### config.mk
export PLATFORM = sky130hd
export DESIGN_NAME = wfg_record_spi
export DESIGN_NICKNAME = d
export VERILOG_FILES = /design/src/rtl/wfg_record_spi_pkg.sv /design/src/rtl/wfg_record_spi_fifo.sv /design/src/rtl/wfg_record_spi.sv
export SDC_FILE = /design/constraint.sdc
export NUM_CORES = 1
export LEC_CHECK = 0
export ABC_AREA = 1
export CAP_MARGIN = 20
export CORE_UTILIZATION = 35
export DETAILED_ROUTE_END_ITERATION = 6
export PLACE_DENSITY = 0.56
export SETUP_SLACK_MARGIN = 0.5
export SLEW_MARGIN = 30
export SYNTH_ARGS = -nofsm -noshare
export SYNTH_HDL_FRONTEND = slang
export SYNTH_SLANG_ARGS = --single-unit
export TNS_END_PERCENT = 100
### constraint.sdc
create_clock -name wb_clk_i -period 3.9 [get_ports wb_clk_i]
set_input_delay 1.17 -clock wb_clk_i [delete_from_list [all_inputs] [get_ports wb_clk_i]]
set_output_delay 1.17 -clock wb_clk_i [all_outputs]
set_load 0.005 [all_outputs]
### src/rtl/wfg_record_spi_pkg.sv
// Shared definitions for the SPI capture receiver: register map, CTRL bit
// positions and receive FSM states.
package wfg_record_spi_pkg;

    localparam logic [1:0] ADDR_CTRL   = 2'd0;
    localparam logic [1:0] ADDR_CFG    = 2'd1;
    localparam logic [1:0] ADDR_STATUS = 2'd2;
    localparam logic [1:0] ADDR_CNT    = 2'd3;

    localparam int CTRL_EN        = 0;
    localparam int CTRL_CPOL      = 1;
    localparam int CTRL_LSB_FIRST = 2;

    localparam logic [4:0] WLEN_RESET = 5'd31;

    typedef enum logic {
        IDLE  = 1'b0,
        SHIFT = 1'b1
    } state_t;

endpackage

### src/rtl/wfg_record_spi_fifo.sv
// Synchronous 32-bit word FIFO; a pop in the same cycle frees room for a push
// even when full.
module wfg_record_spi_fifo #(
    parameter int DEPTH = 2
) (
    input  logic                     clk,
    input  logic                     rst,
    input  logic                     push,
    input  logic                     pop,
    input  logic [31:0]              wr_data,
    output logic [31:0]              rd_data,
    output logic                     full,
    output logic                     empty,
    output logic [$clog2(DEPTH):0]   level
);

    localparam int AW = $clog2(DEPTH);
    localparam logic [AW-1:0] PTR_ONE  = 1;
    localparam logic [AW:0]   CNT_ONE  = 1;
    localparam logic [AW:0]   CNT_FULL = (AW+1)'(DEPTH);

    logic [31:0]   mem [DEPTH];
    logic [AW-1:0] wr_ptr;
    logic [AW-1:0] rd_ptr;
    logic [AW:0]   count;
    logic          do_push;
    logic          do_pop;

    assign full    = (count == CNT_FULL);
    assign empty   = (count == '0);
    assign level   = count;
    assign do_pop  = pop && !empty;
    assign do_push = push && (!full || do_pop);
    // Present zero when empty so the stream data idles at a known value.
    assign rd_data = empty ? '0 : mem[rd_ptr];

    always_ff @(posedge clk) begin
        if (do_push) begin
            mem[wr_ptr] <= wr_data;
        end
    end

    always_ff @(posedge clk) begin
        if (rst) begin
            wr_ptr <= '0;
            rd_ptr <= '0;
            count  <= '0;
        end else begin
            if (do_push) wr_ptr <= wr_ptr + PTR_ONE;
            if (do_pop)  rd_ptr <= rd_ptr + PTR_ONE;
            case ({do_push, do_pop})
                2'b10:   count <= count + CNT_ONE;
                2'b01:   count <= count - CNT_ONE;
                default: count <= count;
            endcase
        end
    end

endmodule

### src/rtl/wfg_record_spi.sv
// SPI capture receiver: deserializes 1-32 bit words into an AXI-stream source.
// Optional word counter at 0xC is built when WFG_RECORD_SPI_CNT_EN is defined.
//
//   state | meaning
//   IDLE  | waiting for a CS_N falling edge while enabled
//   SHIFT | frame active, shifting SDI on each sample edge
module wfg_record_spi
    import wfg_record_spi_pkg::*;
#(
    parameter int FIFO_DEPTH = 2
) (
    input  logic        wb_clk_i,
    input  logic        wb_rst_i,
    input  logic        wbs_stb_i,
    input  logic        wbs_cyc_i,
    input  logic        wbs_we_i,
    input  logic [3:0]  wbs_sel_i,
    input  logic [31:0] wbs_adr_i,
    input  logic [31:0] wbs_dat_i,
    output logic        wbs_ack_o,
    output logic [31:0] wbs_dat_o,
    input  logic        spi_sclk_i,
    input  logic        spi_cs_ni,
    input  logic        spi_sdi_i,
    input  logic        wfg_axis_tready_i,
    output logic        wfg_axis_tvalid_o,
    output logic [31:0] wfg_axis_tdata_o
);

    logic        ctrl_en, ctrl_cpol, ctrl_lsb;
    logic [4:0]  cfg_wlen;
    logic        ovf;
    logic [2:0]  sclk_sr, cs_sr;
    logic [1:0]  sdi_sr;
    logic        sample, cs_fall, cs_rise, sdi;
    state_t      state_q, state_d;
    logic [4:0]  bit_cnt_q, bit_cnt_d, wlen_q, wlen_d;
    logic        lsb_q, lsb_d, done_q, done_d;
    logic [31:0] sh_q, sh_d, word_q, word_d, shifted;
    logic        wb_req, wb_wr, ovf_clr, ovf_set, axis_pop, push_ok;
    logic [1:0]  addr;
    logic [31:0] rd_data, cnt_rd, level_ext;
    logic        fifo_full, fifo_empty;
    logic [$clog2(FIFO_DEPTH):0] fifo_level;
    logic        unused_ok;

    assign unused_ok = ^{wbs_sel_i, wbs_adr_i[31:4], wbs_adr_i[1:0], wbs_dat_i[31:5], level_ext[31:2]};

    always_ff @(posedge wb_clk_i) begin
        if (wb_rst_i) begin
            sclk_sr <= '0;
            cs_sr   <= '1;
            sdi_sr  <= '0;
        end else begin
            sclk_sr <= {sclk_sr[1:0], spi_sclk_i};
            cs_sr   <= {cs_sr[1:0], spi_cs_ni};
            sdi_sr  <= {sdi_sr[0], spi_sdi_i};
        end
    end

    assign sample  = (sclk_sr[1] ^ ctrl_cpol) & ~(sclk_sr[2] ^ ctrl_cpol);
    assign cs_fall = cs_sr[2] & ~cs_sr[1];
    assign cs_rise = ~cs_sr[2] & cs_sr[1];
    assign sdi     = sdi_sr[1];

    always_ff @(posedge wb_clk_i) begin
        if (wb_rst_i) begin
            state_q   <= IDLE;
            bit_cnt_q <= '0;
            sh_q      <= '0;
            word_q    <= '0;
            done_q    <= 1'b0;
            wlen_q    <= WLEN_RESET;
            lsb_q     <= 1'b0;
        end else begin
            state_q   <= state_d;
            bit_cnt_q <= bit_cnt_d;
            sh_q      <= sh_d;
            word_q    <= word_d;
            done_q    <= done_d;
            wlen_q    <= wlen_d;
            lsb_q     <= lsb_d;
        end
    end

    // Word length and bit order are captured at CS assertion and held for the frame.
    always_comb begin
        state_d   = state_q;
        bit_cnt_d = bit_cnt_q;
        sh_d      = sh_q;
        word_d    = word_q;
        done_d    = 1'b0;
        wlen_d    = wlen_q;
        lsb_d     = lsb_q;
        shifted   = sh_q;
        if (lsb_q) shifted[bit_cnt_q] = sdi;
        else       shifted = {sh_q[30:0], sdi};

        if (!ctrl_en) begin
            state_d = IDLE;
        end else begin
            case (state_q)
                IDLE: begin
                    if (cs_fall) begin
                        state_d   = SHIFT;
                        bit_cnt_d = '0;
                        sh_d      = '0;
                        wlen_d    = cfg_wlen;
                        lsb_d     = ctrl_lsb;
                    end
                end
                SHIFT: begin
                    if (cs_rise) begin
                        state_d = IDLE;
                    end else if (sample) begin
                        if (bit_cnt_q == wlen_q) begin
                            done_d    = 1'b1;
                            word_d    = shifted;
                            sh_d      = '0;
                            bit_cnt_d = '0;
                        end else begin
                            sh_d      = shifted;
                            bit_cnt_d = bit_cnt_q + 5'd1;
                        end
                    end
                end
                default: state_d = IDLE;
            endcase
        end
    end

    assign axis_pop = wfg_axis_tvalid_o & wfg_axis_tready_i;
    assign push_ok  = done_q & (~fifo_full | axis_pop);
    assign ovf_set  = done_q & fifo_full & ~axis_pop;

    wfg_record_spi_fifo #(.DEPTH(FIFO_DEPTH)) u_fifo (
        .clk     (wb_clk_i),
        .rst     (wb_rst_i),
        .push    (done_q),
        .pop     (axis_pop),
        .wr_data (word_q),
        .rd_data (wfg_axis_tdata_o),
        .full    (fifo_full),
        .empty   (fifo_empty),
        .level   (fifo_level)
    );

    assign wfg_axis_tvalid_o = ~fifo_empty;
    assign level_ext         = 32'(fifo_level);

    assign wb_req  = wbs_stb_i & wbs_cyc_i & ~wbs_ack_o;
    assign wb_wr   = wb_req & wbs_we_i;
    assign addr    = wbs_adr_i[3:2];
    assign ovf_clr = wb_wr && (addr == ADDR_STATUS) && wbs_dat_i[0];

`ifdef WFG_RECORD_SPI_CNT_EN
    logic [15:0] word_cnt;
    always_ff @(posedge wb_clk_i) begin
        if (wb_rst_i)                            word_cnt <= '0;
        else if (wb_wr && (addr == ADDR_CNT))    word_cnt <= '0;
        else if (push_ok)                        word_cnt <= word_cnt + 16'd1;
    end
    assign cnt_rd = {16'b0, word_cnt};
`else
    logic unused_push;
    assign unused_push = push_ok;
    assign cnt_rd      = '0;
`endif

    always_comb begin
        rd_data = '0;
        case (addr)
            ADDR_CTRL:   rd_data = {29'b0, ctrl_lsb, ctrl_cpol, ctrl_en};
            ADDR_CFG:    rd_data = {27'b0, cfg_wlen};
            ADDR_STATUS: rd_data = {28'b0, level_ext[1:0], (state_q == SHIFT), ovf};
            default:     rd_data = cnt_rd;
        endcase
    end

    always_ff @(posedge wb_clk_i) begin
        if (wb_rst_i) begin
            wbs_ack_o <= 1'b0;
            wbs_dat_o <= '0;
            ctrl_en   <= 1'b0;
            ctrl_cpol <= 1'b0;
            ctrl_lsb  <= 1'b0;
            cfg_wlen  <= WLEN_RESET;
            ovf       <= 1'b0;
        end else begin
            wbs_ack_o <= wb_req;
            wbs_dat_o <= wb_req ? rd_data : '0;
            if (wb_wr && (addr == ADDR_CTRL)) begin
                ctrl_en   <= wbs_dat_i[CTRL_EN];
                ctrl_cpol <= wbs_dat_i[CTRL_CPOL];
                ctrl_lsb  <= wbs_dat_i[CTRL_LSB_FIRST];
            end
            if (wb_wr && (addr == ADDR_CFG)) cfg_wlen <= wbs_dat_i[4:0];
            // A new overflow in the same cycle as a clear keeps the flag set.
            ovf <= (ovf & ~ovf_clr) | ovf_set;
        end
    end

endmodule

Yosys cells after proc, flatten, opt, wreduce, memory -nomap -nowiden
Memory sizes are Yosys's and may differ from the RTL's. A register that Yosys moved wholly into a read port is not among the register bits.
Cells that the tools add are included.
W data, S select, Z words.
- flip-flop bits (word level): 131
- bits in writable memories: 64
- input port bits: 77
- output and inout port bits: 66
- word-level logic and storage cells: 106
- memories: 1
- memories (name ; depth ; bits a word ; read ports ; clocked after memory_dff ; wr ports ; line ; RTL):
    u_fifo.mem ; 2 ; 32 ; 1 ; 1 ; 1 ; wfg_record_spi_fifo.sv:22 ; logic [31:0] mem [DEPTH];
- add/sub/neg operators: 5
- order comparisons: 2
- equality and inequality tests: 9
- multiplexer cells: 25
- bitwise logic cells: 25
- reduce and logical (&&, ||, !) cells: 19
- operators by type and width (operator ; number):
    $mux W32 ; 6
    $pmux W32 S2 ; 1
    $bwmux W32 ; 1
    $mux W5 ; 4
    $pmux W5 S3 ; 1
    $not A1 Y1 ; 12
    $and A1 B1 Y1 ; 10
    $pmux W5 S2 ; 1
    $mux W1 ; 8
    $logic_and A1 B1 Y1 ; 7
    $eq A2 B2 Y1 const B ; 3
    $lt A5 B6 Y1 const B ; 1
    $ne A2 B2 Y1 const B ; 3
    $add A5 B1 Y5 const B ; 1
    $demux W1 S5 ; 1
    $eq A5 B5 Y1 ; 1
    $ge A5 B1 Y1 const B ; 1
    $reduce_and A5 Y1 ; 1
    $reduce_or A5 Y1 ; 1
    $eq A2 B1 Y1 const B ; 2
    $logic_not A2 Y1 ; 2
    $pmux W2 S2 ; 1
    $reduce_and A4 Y1 ; 1
    $reduce_or A2 Y1 ; 2
    10 further kinds ; 13

Longest topological paths before layout
Gate-level depths: netlist (run 1).
- depth after elaboration: 10
- mapped depth: 12
- mapped depth without buffers: 11

Cells and area by module
Synthesis (run 1) repeated with hierarchy kept, for this count alone.
- cells, all modules: 989
- area, all modules: 7803.7 um^2
- modules (own cells, without submodules) (module ; times used ; cells each ; area each (um^2) ; sequential area each (um^2)):
    wfg_record_spi ; 1 ; 781 ; 5177.5 ; 2001.9
    wfg_record_spi_fifo ; 1 ; 208 ; 2626.3 ; 2021.9

Worst setup path before layout (run 1)
OpenSTA, ideal clock, no wires.
- path kind: input-to-reg
- from: input wfg_axis_tready_i
- to: memory u_fifo.mem[1][0] (enable)
- library setup time: 423 ps
- arrival: 2778 ps
- required time: 3477 ps
- path slack: 699 ps
- cell stages on the path: 4
- buffers on the path: 0
- cells stage by stage: inv_1 nand3_1 nand2_1 nor2_1
- cells in the longest elaborated chain, start to end: 6
- RTL lines (item ; line ; RTL):
    from (decl) ; wfg_record_spi.sv:25 ; input logic wfg_axis_tready_i,
    $and A1 B1 Y1 ; wfg_record_spi.sv:132 ; assign axis_pop = wfg_axis_tvalid_o & wfg_axis_tready_i;
    $logic_and A1 B1 Y1 ; wfg_record_spi_fifo.sv:32 ; assign do_pop = pop && !empty;
    $logic_or A1 B1 Y1 ; wfg_record_spi_fifo.sv:33 ; assign do_push = push && (!full || do_pop);
    $logic_and A1 B1 Y1 ; wfg_record_spi_fifo.sv:33 ;
    $mux W1 ; wfg_record_spi_fifo.sv:38 ; if (do_push) begin
    $mux W1 (implied by the code) ; wfg_record_spi_fifo.sv:39 ; mem[wr_ptr] <= wr_data;
    to (decl) ; wfg_record_spi_fifo.sv:22 ;
Every way passes these cells.

==> implementation parameters, run 1 <==
Parameter                              Value

Run status
  Run status ... finished clean

Place
  Cell area after placement ... 8308 um2
  Half-perimeter wire length after placement ... 10570 um
  Placer congestion estimate ... 0.7697
  Port bufs ... 54
  Pre-CTS setup slack ... 920.2 ps

Timing
  RSZ-0062 raised after global routing ... false
  Number of failing hold endpoints at the final stage ... 0
  Worst Skew ... 10.52 ps
  Final period util ... 82.33%
  Pins over their slew limit ... 0
  Worst slew margin relative to its limit ... 41.36%
  Actual transition at the worst max-transition pin ... 879.5 ps
  Setup ws final ... 689.1 ps
  Number of endpoints failing setup at the final stage ... 0
  Timing-limited maximum frequency ... 311.4 MHz
  Fin Setup TNS ... 0 ps
  Shortest clock period the worst path allows after layout ... 3211 ps

Global route
  All-Layer GR Usage ... 16.41%
  Wire length of the first global-routing pass ... 28800 um
  Maximum number of pins on one net before global-route repair ... 79
  Total congestion overflow after global routing ... 0
  Number of global-route vias before repair ... 5472
  Antenna violations before repair ... 0

Min path
  Launch instance of the worst min-delay path ... sclk_sr[0]
  Class of the most critical hold timing path ... flop to flop
  Endpoint with the worst hold slack ... sclk_sr[1]
  Cell count of the worst hold path ... 2

Pwr
  Switching part of the total power ... 21.84%
  Share of total power in combinational logic ... 1.9%
  Sw power ... 783.1 uW
  Power density normalized to cell area ... 403.0 nW/um2
  Cell-internal power ... 2803 uW
  Total leakage power ... 0.003379 uW
  Part of the power in registers ... 50.9%
  Largest voltage drop on the vdd net ... 0.2747 mV
  Pwr Total ... 3586 uW
  Share of power burned in the clock network ... 47.1%

Routing
  Total Wirelength ... 17660 um
  Detail-routed via count per cell ... 4.839
  Count of TritonRoute iterations in the first routing pass ... 5
  Antenna-violating nets left ... 0
  Routed wirelength normalized by instance count ... 13.80 um
  Vias after detailed routing ... 6194
  Number of violations reported at the end of detailed-routing iteration 0 ... 486
  Detailed-route DRC error count ... 0

Setup path
  Critical Path AT ... 2040 ps
  Critical path fanouts, max ... 32
  Largest incremental delay on the critical path ... 530 ps
  Worst path cell trace ... inv_1, buf_4, nand2_1, a21oi_1, clkdlybuf4s50_1
  Sort of element at the start of the critical path ... flop
  Destination of the worst register-to-register timing path ... sh_q[31]
  Depth of the most critical reg-to-reg path ... 8
  Slowest cell on crit path ... sky130_fd_sc_hd__clkdlybuf4s50_1
  Endpoint required time on the critical path ... 2730 ps
  Kind of capture point of the worst setup path ... output pin
  Worst reg2reg startpoint ... bit_cnt_q[2]
  Reg2reg setup slack ... 1570 ps
  Critical path class ... flop to output pin

Synth
  Fraction of registers with async set or reset after synthesis ... 0%
  Post-synth design cell area ... 7751 um2
  Number of flops mapped to enable cells by yosys ... 64
  Leading register cell type out of synthesis ... sky130_fd_sc_hd__dfxtp_1
  Warning count from the yosys run ... 0
  Synthesized instance count ... 968
  Post-synthesis sequential area ratio ... 51.91%
  Avg Cell Area, Syn ... 8.007 um2
  Unique cell type count in the Yosys netlist ... 32
  Flop and latch count out of synthesis ... 169

Die
  Area enclosed by the die boundary ... 22750 um2
  Die W ... 150.8 um
  Count of standard-cell rows ... 54
  CORE AREA ... 21760 um2
  Chip height ... 150.8 um
  Top-level port count ... 143
  Starting density of the core ... 35.63%

Clock network
  CTS tree ... built
  Root cell of the clock tree ... sky130_fd_sc_hd__clkbuf_16
  Number of buffers added to fix hold violations after cts ... 0
  Clock-pin transition on the worst setup and hold timing paths ... 70 ps
  Skew-Pair Late Insertion Delay ... 430 ps
  Largest buffer count on any clock path ... 2
  Total clock buffers created by CTS ... 17
  Clk sink count ... 169
  Number of levels the H-tree was split into ... 4

Layout
  Antenna diode count ... 0
  Filler Cell Count ... 2198
  Net count of the finished layout ... 1069
  Core Util, Final ... 40.90%
  Layout overhead on the synthesized area ... 14.79%
  Post-Layout Inst Area ... 8897 um2
  Proportion of layout cells with a drive suffix above 1 ... 6.600%

Run
  Max_cap viols ... 0
==> sequential cells by signal, summed over array words and instances, names as in the netlist, 3 cells and up, named ones only <==
signal	count
sclk_sr	3
word_q	32
cs_sr	3
bit_cnt_q	5
cfg_wlen	5
wlen_q	5
sh_q	32
wbs_dat_o	5
u_fifo.mem	64
==> critical path: cells and delay by family (launching register included) <==
family / cells / cell delay [ps]
AND/OR/NAND/NOR: 1 / 90
flip-flops: 1 / 400
AO/OA/AOI/OAI: 1 / 180
buffers and inverters: 3 / 930
==> cells in the mapped netlist (6+ instances only) <==
library cell	count	area, um2
sky130_fd_sc_hd__a21oi_1	110	550.5
sky130_fd_sc_hd__buf_2	14	70.07
sky130_fd_sc_hd__buf_4	32	240.2
sky130_fd_sc_hd__clkbuf_1	39	146.4
sky130_fd_sc_hd__dfxtp_1	105	2102
sky130_fd_sc_hd__edfxtp_1	64	1922
sky130_fd_sc_hd__inv_1	68	255.2
sky130_fd_sc_hd__nand2_1	289	1085
sky130_fd_sc_hd__nand3_1	135	675.7
sky130_fd_sc_hd__nand4_1	22	137.6
sky130_fd_sc_hd__nor2_1	29	108.9
sky130_fd_sc_hd__nor2_2	6	37.54
sky130_fd_sc_hd__o211ai_1	9	67.56
sky130_fd_sc_hd__o21ai_0	15	75.07
==> routing by layer <==
metal,up-vias,GRT usage [%],wire [um]
met5,-,0,0
met4,0,6.000,265
met3,18,2.741,683
met2,148,26.26,8067
met1,2838,22.21,8647
li1,3190,-,-
==> what timing repair did <==
item	4_1_cts	5_1_grt
endpoints found under the setup margin	11	0
buffers inserted	0	0
gates resized for setup	1	0
==> cell families after synthesis <==
group | after synthesis | share of synthesized area [%]
AND/OR/NAND/NOR | 492 | 27.70
flip-flops | 169 | 51.91
buffers and inverters | 163 | 10.22
AO/OA/AOI/OAI | 137 | 9.201
adder cells (fa/ha/maj) | 5 | 0.8071
XOR/XNOR | 1 | 0.1130
other | 1 | 0.04838
==> how the worst max path moves through the flow <==
stage                                       to              start  slack, ps
after detailed placement   wfg_axis_tdata_o[4]               flop        920
after floorplan               u_fifo.mem[1][0]  wfg_axis_tready_i        700
after global routing      wfg_axis_tdata_o[21]               flop        510
final                     wfg_axis_tdata_o[21]               flop        690
after CTS                  wfg_axis_tdata_o[2]               flop        630
after global placement     wfg_axis_tdata_o[2]               flop        910
==> metrics by stage <==
step / hold slack (ps) / cells
2_1_floorplan: 388.3 / 994
3_3_place_gp: 395.5 / 1248
3_5_place_dp: 398.0 / 1248
4_1_cts: 407.8 / 1280
5_1_grt: 426.7 / 1280
6_report: 405.0 / 1280
==> power groups by stage <==
stage,clock [uW],sequential [uW],combinational [uW]
2_1_floorplan,0,1860,60.5
3_3_place_gp,0,1870,69.3
3_5_place_dp,0,1870,69.3
4_1_cts,1730,1830,69.6
5_1_grt,1800,1830,80.0
6_report,1690,1830,69.3
==> cell type report <==
| cell class | instances | area, um2 | area share, % |
|---|---|---|---|
| Clock inverter | 15 | 162.7 | 1.828 |
| Sequential cell | 169 | 4025 | 45.24 |
| Timing Repair Buffer | 65 | 618.1 | 6.947 |
| Inverter | 72 | 275.3 | 3.094 |
| Multi-Input combinational cell | 662 | 3040 | 34.17 |
| Tap cell | 280 | 350.3 | 3.938 |
| Clock buffer | 17 | 425.4 | 4.781 |
==> placed cells by master (no fill, tap or decap), types with 2 or more instances in the layout <==
cell	netlist	final
sky130_fd_sc_hd__buf_4	32	11
sky130_fd_sc_hd__inv_6	0	4
sky130_fd_sc_hd__conb_1	1	27
sky130_fd_sc_hd__nand4_1	22	22
sky130_fd_sc_hd__o211ai_1	9	9
sky130_fd_sc_hd__a21oi_1	110	110
sky130_fd_sc_hd__inv_2	2	4
sky130_fd_sc_hd__clkinv_2	0	3
sky130_fd_sc_hd__nand3_1	135	135
sky130_fd_sc_hd__dfxtp_1	105	104
sky130_fd_sc_hd__edfxtp_1	64	64
sky130_fd_sc_hd__clkinv_4	0	3
sky130_fd_sc_hd__bufinv_16	0	2
sky130_fd_sc_hd__inv_4	2	2
sky130_fd_sc_hd__nor2_2	6	9
sky130_fd_sc_hd__o21ai_0	15	15
sky130_fd_sc_hd__inv_1	68	66
sky130_fd_sc_hd__nor2_1	29	26
sky130_fd_sc_hd__ha_1	5	5
sky130_fd_sc_hd__nand2_1	289	289
sky130_fd_sc_hd__inv_8	0	2
sky130_fd_sc_hd__clkbuf_16	0	17
sky130_fd_sc_hd__or2_2	2	2
sky130_fd_sc_hd__nor2_8	2	2
sky130_fd_sc_hd__nor3_1	2	2
sky130_fd_sc_hd__clkdlybuf4s50_1	0	53
Power figures use the tool's default switching activity.
==> run 2: changes to the inputs <==
--- a/config.mk
+++ b/config.mk
@@ -9,7 +9,7 @@
 export CAP_MARGIN = 20
 export CORE_UTILIZATION = 35
 export DETAILED_ROUTE_END_ITERATION = 6
-export PLACE_DENSITY = 0.56
+export PLACE_DENSITY = 0.58
 export SETUP_SLACK_MARGIN = 0.5
 export SLEW_MARGIN = 30
 export SYNTH_ARGS = -nofsm -noshare
==> constraint.sdc (replaced) <==
create_clock -name wb_clk_i -period 2.9 [get_ports wb_clk_i]
set_input_delay 0.87 -clock wb_clk_i [delete_from_list [all_inputs] [get_ports wb_clk_i]]
set_output_delay 0.87 -clock wb_clk_i [all_outputs]
set_load 0.005 [all_outputs]
==> run 2 against run 1 <==
Compared with the run above: die area is the same; sequential power grew 34%; clock skew grew 0.88 ps; total power grew 37%; utilization grew 2.5 points; combinational power grew 39%; non-clock buffer count grew 36; wire length grew 7.5%; sequential cell count is the same; global-route usage grew 1.0 points; clock-buffer cell count is the same; via count grew 3.6%.
==> implementation parameters, run 2 (synthesis gave the netlist of run 1 again) <==
Parameter                              Value

Layout
  Core Util, Final ... 43.44%
  Non-filler instance count after layout ... 1316
  Largest registers ... u_fifo.mem x64, sh_q x32, word_q x32
  Top reg by flops ... u_fifo.mem
  Proportion of layout cells with a drive suffix above 1 ... 15.54%
  Flip-flop count of the largest register after layout ... 64
  Layout overhead on the synthesized area ... 21.94%
  Net count of the finished layout ... 1105
  Antenna diode count ... 0
  Filler Cell Count ... 2136
  Most common cell after layout, fill and taps aside ... sky130_fd_sc_hd__nand2_1
  Commonest non-fill, non-tap cells in the layout ... sky130_fd_sc_hd__nand2_1, sky130_fd_sc_hd__nand3_1, sky130_fd_sc_hd__dfxtp_1

Place
  Pre-CTS setup slack ... 424.4 ps
  Port bufs ... 54
  Placer congestion estimate ... 0.7732
  Cell count after placement ... 1251
  Half-perimeter wire length after placement ... 10470 um

Pwr
  Power density normalized to cell area ... 518.4 nW/um2
  Share of total power in combinational logic ... 2.0%
  Part of the power in registers ... 50.0%
  Total leakage power ... 0.003756 uW
  Share of power burned in the clock network ... 48.0%
  Switching part of the total power ... 22.67%
  Cell-internal power ... 3789 uW
  Sw power ... 1111 uW
  Largest voltage drop on the vdd net ... 0.3305 mV

Timing
  Number of failing hold endpoints at the final stage ... 0
  Worst Skew ... 11.40 ps
  Worst slew margin relative to its limit ... 49.80%
  Final period util ... 83.19%
  Timing-limited maximum frequency ... 414.5 MHz
  Shortest clock period the worst path allows after layout ... 2413 ps
  Pins over their slew limit ... 0
  Setup ws final ... 487.4 ps
  Fin Setup TNS ... 0 ps
  Actual transition at the worst max-transition pin ... 751.9 ps
  Hold Slack ... 407.4 ps
  RSZ-0062 raised after global routing ... true
  Number of endpoints failing setup at the final stage ... 0

Clock network
  Number of levels the H-tree was split into ... 4
  Total clock buffers created by CTS ... 17
  Skew-Pair Late Insertion Delay ... 440 ps
  Clock-pin transition on the worst setup and hold timing paths ... 70 ps
  Root cell of the clock tree ... sky130_fd_sc_hd__clkbuf_16
  CTS tree ... built
  Largest buffer count on any clock path ... 2
  Clk sink count ... 169

Run
  Max_cap viols ... 0

Die
  Starting density of the core ... 35.63%
  Die W ... 150.8 um
  CORE AREA ... 21760 um2
  Count of standard-cell rows ... 54
  Top-level port count ... 143
  Area enclosed by the die boundary ... 22750 um2
  Chip height ... 150.8 um

Routing
  Number of violations reported at the end of detailed-routing iteration 0 ... 418
  Count of TritonRoute iterations in the first routing pass ... 5
  Detail-routed via count per cell ... 4.878
  Antenna-violating nets left ... 0
  Routed wirelength normalized by instance count ... 14.43 um
  Total Wirelength ... 18990 um
  Detailed-route DRC error count ... 0
  Vias after detailed routing ... 6419

Setup path
  Critical path fanouts, max ... 6
  Kind of capture point of the worst setup path ... output pin
  Critical Path AT ... 1540 ps
  Sort of element at the start of the critical path ... flop
  Critical path class ... flop to output pin
  Endpoint required time on the critical path ... 2030 ps

Global route
  Maximum number of pins on one net before global-route repair ... 79
  Wire length of the first global-routing pass ... 30630 um
  All-Layer GR Usage ... 17.44%
  Total congestion overflow after global routing ... 0
  Antenna violations before repair ... 0
  Number of global-route vias before repair ... 5906

Min path
  Class of the most critical hold timing path ... flop to flop

Run status
  Run status ... finished clean
==> run 2: cell count changes in the layout (fill, tap and decap cells not counted), moves of 9 or more <==
| cell | previous run | this run |
|---|---|---|
| sky130_fd_sc_hd__a21oi_1 | 110 | 90 |
| sky130_fd_sc_hd__clkdlybuf4s50_1 | 53 | 20 |
| sky130_fd_sc_hd__buf_4 | 11 | 22 |
| sky130_fd_sc_hd__nand2_1 | 289 | 280 |
| sky130_fd_sc_hd__buf_2 | 1 | 25 |
| sky130_fd_sc_hd__a21oi_2 | 0 | 20 |
==> run 2: area by class of cell <==
type | count | area, um2 | share of cell area (%)
multi-input combinational | 662 | 3148 | 33.31
clock inverter | 15 | 187.7 | 1.986
clock buffer | 17 | 425.4 | 4.501
timing repair buffer | 101 | 1023 | 10.83
inverter | 72 | 280.3 | 2.965
tap | 280 | 350.3 | 3.707
sequential | 169 | 4036 | 42.71
==> run 2: stage by stage <==
stage / area [um2] / total power (uW)
after global placement: 8381 / 2605
after floorplan: 7854 / 2589
after detailed placement: 8381 / 2605
final: 9452 / 4900
after CTS: 9304 / 4937
after global routing: 9452 / 5062
==> run 2: power groups by stage <==
stage	logic, uW	clock network [uW]	registers [uW]
floorplan	81.4	0	2510
global placement	96.1	0	2510
detailed placement	96.6	0	2510
CTS	97.0	2390	2450
global route	111	2500	2450
finish	96.1	2350	2450
==> run 2: layer usage <==
| metal | global-route usage, % | routed length [um] | share of wire, % |
|---|---|---|---|
| met1 | 22.68 | 8744 | 46 |
| met2 | 29.36 | 9247 | 49 |
| met4 | 5.300 | 252 | 1.3 |
| met5 | 0 | 0 | 0 |
| met3 | 3.163 | 748 | 3.9 |
==> run 2: critical path, cell delays in order, from the launching register on <==
cell and delay [ps]:
sky130_fd_sc_hd__dfxtp_4 360, sky130_fd_sc_hd__nor2_4 170, sky130_fd_sc_hd__buf_12 150, sky130_fd_sc_hd__clkbuf_16 150, sky130_fd_sc_hd__buf_4 120, sky130_fd_sc_hd__a21oi_1 40, sky130_fd_sc_hd__buf_2 120
==> run 2: final timing paths <==
path              startpoint              endpoint  slack (ps)  depth (start not counted)
max          u_fifo.level[1]  wfg_axis_tdata_o[26]         490                          6
min                sdi_sr[0]             sdi_sr[1]         410                          2
max reg2reg     bit_cnt_q[4]             word_q[0]         860                          7
min reg2reg        sdi_sr[0]             sdi_sr[1]         410                          2
==> run 2: timing repair <==
action / 4_1_cts / 5_1_grt
hold buffers: 0 / 0
setup buffers: 23 / 3
setup endpoints to repair: 33 / 30
gates resized for setup: 126 / 48
cloned: 4 / 3
pin swaps: 1 / 12
==> run 3: changes to the inputs <==
--- a/config.mk
+++ b/config.mk
@@ -9,7 +9,7 @@
 export CAP_MARGIN = 20
 export CORE_UTILIZATION = 35
 export DETAILED_ROUTE_END_ITERATION = 6
-export PLACE_DENSITY = 0.58
+export PLACE_DENSITY = 0.56
 export SETUP_SLACK_MARGIN = 0.5
 export SLEW_MARGIN = 30
 export SYNTH_ARGS = -nofsm -noshare
==> constraint.sdc (replaced) <==
create_clock -name wb_clk_i -period 2.3 [get_ports wb_clk_i]
set_input_delay 0.69 -clock wb_clk_i [delete_from_list [all_inputs] [get_ports wb_clk_i]]
set_output_delay 0.69 -clock wb_clk_i [all_outputs]
set_load 0.005 [all_outputs]
==> run 3 against run 2 <==
Compared with the run above: die area unchanged; clock skew down 3.6 ps; clock power grew 41%.
==> implementation parameters, run 3 (synthesis gave the netlist of run 1 again) <==
Parameter                              Value

Run status
  Run status ... finished clean

Layout
  Flip-flop count of the largest register after layout ... 64
  Proportion of layout cells with a drive suffix above 1 ... 19.85%
  Net count of the finished layout ... 1127
  Non-filler instance count after layout ... 1338
  Antenna diode count ... 0
  Layout overhead on the synthesized area ... 26.60%
  Core Util, Final ... 45.11%
  Largest registers ... u_fifo.mem x64, sh_q x32, word_q x32
  Top reg by flops ... u_fifo.mem
  Most common cell after layout, fill and taps aside ... sky130_fd_sc_hd__nand2_1
  Commonest non-fill, non-tap cells in the layout ... sky130_fd_sc_hd__nand2_1, sky130_fd_sc_hd__nand3_1, sky130_fd_sc_hd__dfxtp_1

Die
  Starting density of the core ... 35.63%
  Count of standard-cell rows ... 54
  CORE AREA ... 21760 um2
  Area enclosed by the die boundary ... 22750 um2
  Die W ... 150.8 um
  Top-level port count ... 143
  Chip height ... 150.8 um

Setup path
  Sort of element at the start of the critical path ... flop
  Critical Path AT ... 1500 ps
  Worst reg2reg startpoint ... bit_cnt_q[0]
  Destination of the worst register-to-register timing path ... word_q[3]
  Critical path class ... flop to output pin
  Depth of the most critical reg-to-reg path ... 8
  Critical path fanouts, max ... 7
  Endpoint required time on the critical path ... 1610 ps
  Reg2reg setup slack ... 640 ps
  Worst setup path endpoint ... wfg_axis_tdata_o[19]
  Kind of capture point of the worst setup path ... output pin

Clock network
  Total clock buffers created by CTS ... 17
  Root cell of the clock tree ... sky130_fd_sc_hd__clkbuf_16
  Clock-pin transition on the worst setup and hold timing paths ... 70 ps
  Number of levels the H-tree was split into ... 4
  Skew-Pair Late Insertion Delay ... 430 ps
  CTS tree ... built
  Clk sink count ... 169
  Largest buffer count on any clock path ... 2
  Number of buffers added to fix hold violations after cts ... 0

Global route
  Total congestion overflow after global routing ... 0
  Maximum number of pins on one net before global-route repair ... 79
  Number of global-route vias before repair ... 5738
  Wire length of the first global-routing pass ... 30550 um
  Antenna violations before repair ... 0
  All-Layer GR Usage ... 17.47%

Routing
  Met2 WL ... 8941 um
  Antenna-violating nets left ... 0
  Number of violations reported at the end of detailed-routing iteration 0 ... 402
  Count of TritonRoute iterations in the first routing pass ... 5
  Detail-routed via count per cell ... 4.774
  Vias after detailed routing ... 6388
  Routed wirelength normalized by instance count ... 14.16 um
  Uppermost routed layer ... met4
  Total Wirelength ... 18940 um
  Wire length the detailed router placed on met1 ... 9128 um
  Routed length on met3 ... 700 um
  Detailed-route DRC error count ... 0

Place
  Port bufs ... 54
  Cell count after placement ... 1268
  Half-perimeter wire length after placement ... 11310 um
  Placer congestion estimate ... 0.7592

Min path
  Class of the most critical hold timing path ... flop to flop

Timing
  RSZ-0062 raised after global routing ... true
  Fin Setup TNS ... 0 ps
  Shortest clock period the worst path allows after layout ... 2187 ps
  Worst Skew ... 7.843 ps
  Hold Slack ... 405.5 ps
  Worst slew margin relative to its limit ... 62.07%
  Timing-limited maximum frequency ... 457.1 MHz
  Number of failing hold endpoints at the final stage ... 0
  Number of endpoints failing setup at the final stage ... 0
  Pins over their slew limit ... 0
  Final period util ... 95.11%
  Actual transition at the worst max-transition pin ... 568.2 ps

Pwr
  Total leakage power ... 0.003935 uW
  Largest voltage drop on the vdd net ... 0.4882 mV
  Power density normalized to cell area ... 666.6 nW/um2
  Pwr Total ... 6541 uW

Run
  Max_cap viols ... 0
-- run 3: changes by cell type in the layout (fill, tap and decap cells not counted), sizes merged --
cell and delta:
clkdlybuf4s15 +1, clkbuf -4, buf +31, clkdlybuf4s50 -6, bufinv +4, clkinvlp -2
inv -1, clkinv -1
-- run 3: power breakdown --
| part | switching [uW] | leakage, uW | internal, uW |
|---|---|---|---|
| sequential | 5.52 | 0.00145 | 3090 |
| clock | 1260 | 0.000333 | 2070 |
| combinational | 80.2 | 0.00216 | 44.3 |
-- run 3: worst min path at each step --
stage | start | end | slack [ps] | depth (start not counted)
floorplan | sclk_sr[0] | sclk_sr[1] | 390 | 2
global placement | cs_sr[0] | cs_sr[1] | 390 | 1
detailed placement | cs_sr[0] | cs_sr[1] | 390 | 1
CTS | sclk_sr[0] | sclk_sr[1] | 410 | 2
global route | cs_sr[0] | cs_sr[1] | 430 | 1
finish | sclk_sr[0] | sclk_sr[1] | 410 | 2
-- run 3: final cells by class --
| type | count | area, um2 |
|---|---|---|
| timing repair buffer | 123 | 1211 |
| clock buffer | 17 | 425.4 |
| tap | 280 | 350.3 |
| clock inverter | 15 | 259.0 |
| multi-input combinational | 662 | 3244 |
| inverter | 72 | 281.5 |
| sequential | 169 | 4041 |
| fill | 2148 | 11940 |
-- run 3: what timing repair did --
action / CTS / global route
gates cloned: 4 / 1
endpoints found under the setup margin: 92 / 94
resized for setup: 169 / 52
buffers inserted: 29 / 4
pin swaps: 8 / 10
-- run 3: per-layer routing --
layer	vias to the layer above	global-route usage (%)
met3	14	3.494
met4	0	5.050
met5	-	0
met2	126	28.72
met1	2941	23.19
li1	3307	-
-- run 3: per-stage QoR --
| step | area (um2) | setup WS [ps] |
|---|---|---|
| finish | 9813 | 112.5 |
| global placement | 8568 | 99.65 |
| detailed placement | 8568 | 93.69 |
| floorplan | 7876 | 508.6 |
| global route | 9813 | 28.92 |
| CTS | 9688 | 47.75 |
-- run 3: worst max-delay path: stages, from the launching register on --
cell and delay [ps]:
sky130_fd_sc_hd__dfxtp_4 400, sky130_fd_sc_hd__inv_6 50, sky130_fd_sc_hd__buf_12 130, sky130_fd_sc_hd__buf_16 140, sky130_fd_sc_hd__buf_12 120, sky130_fd_sc_hd__nand2_1 60, sky130_fd_sc_hd__a21oi_2 50, sky130_fd_sc_hd__buf_2 120
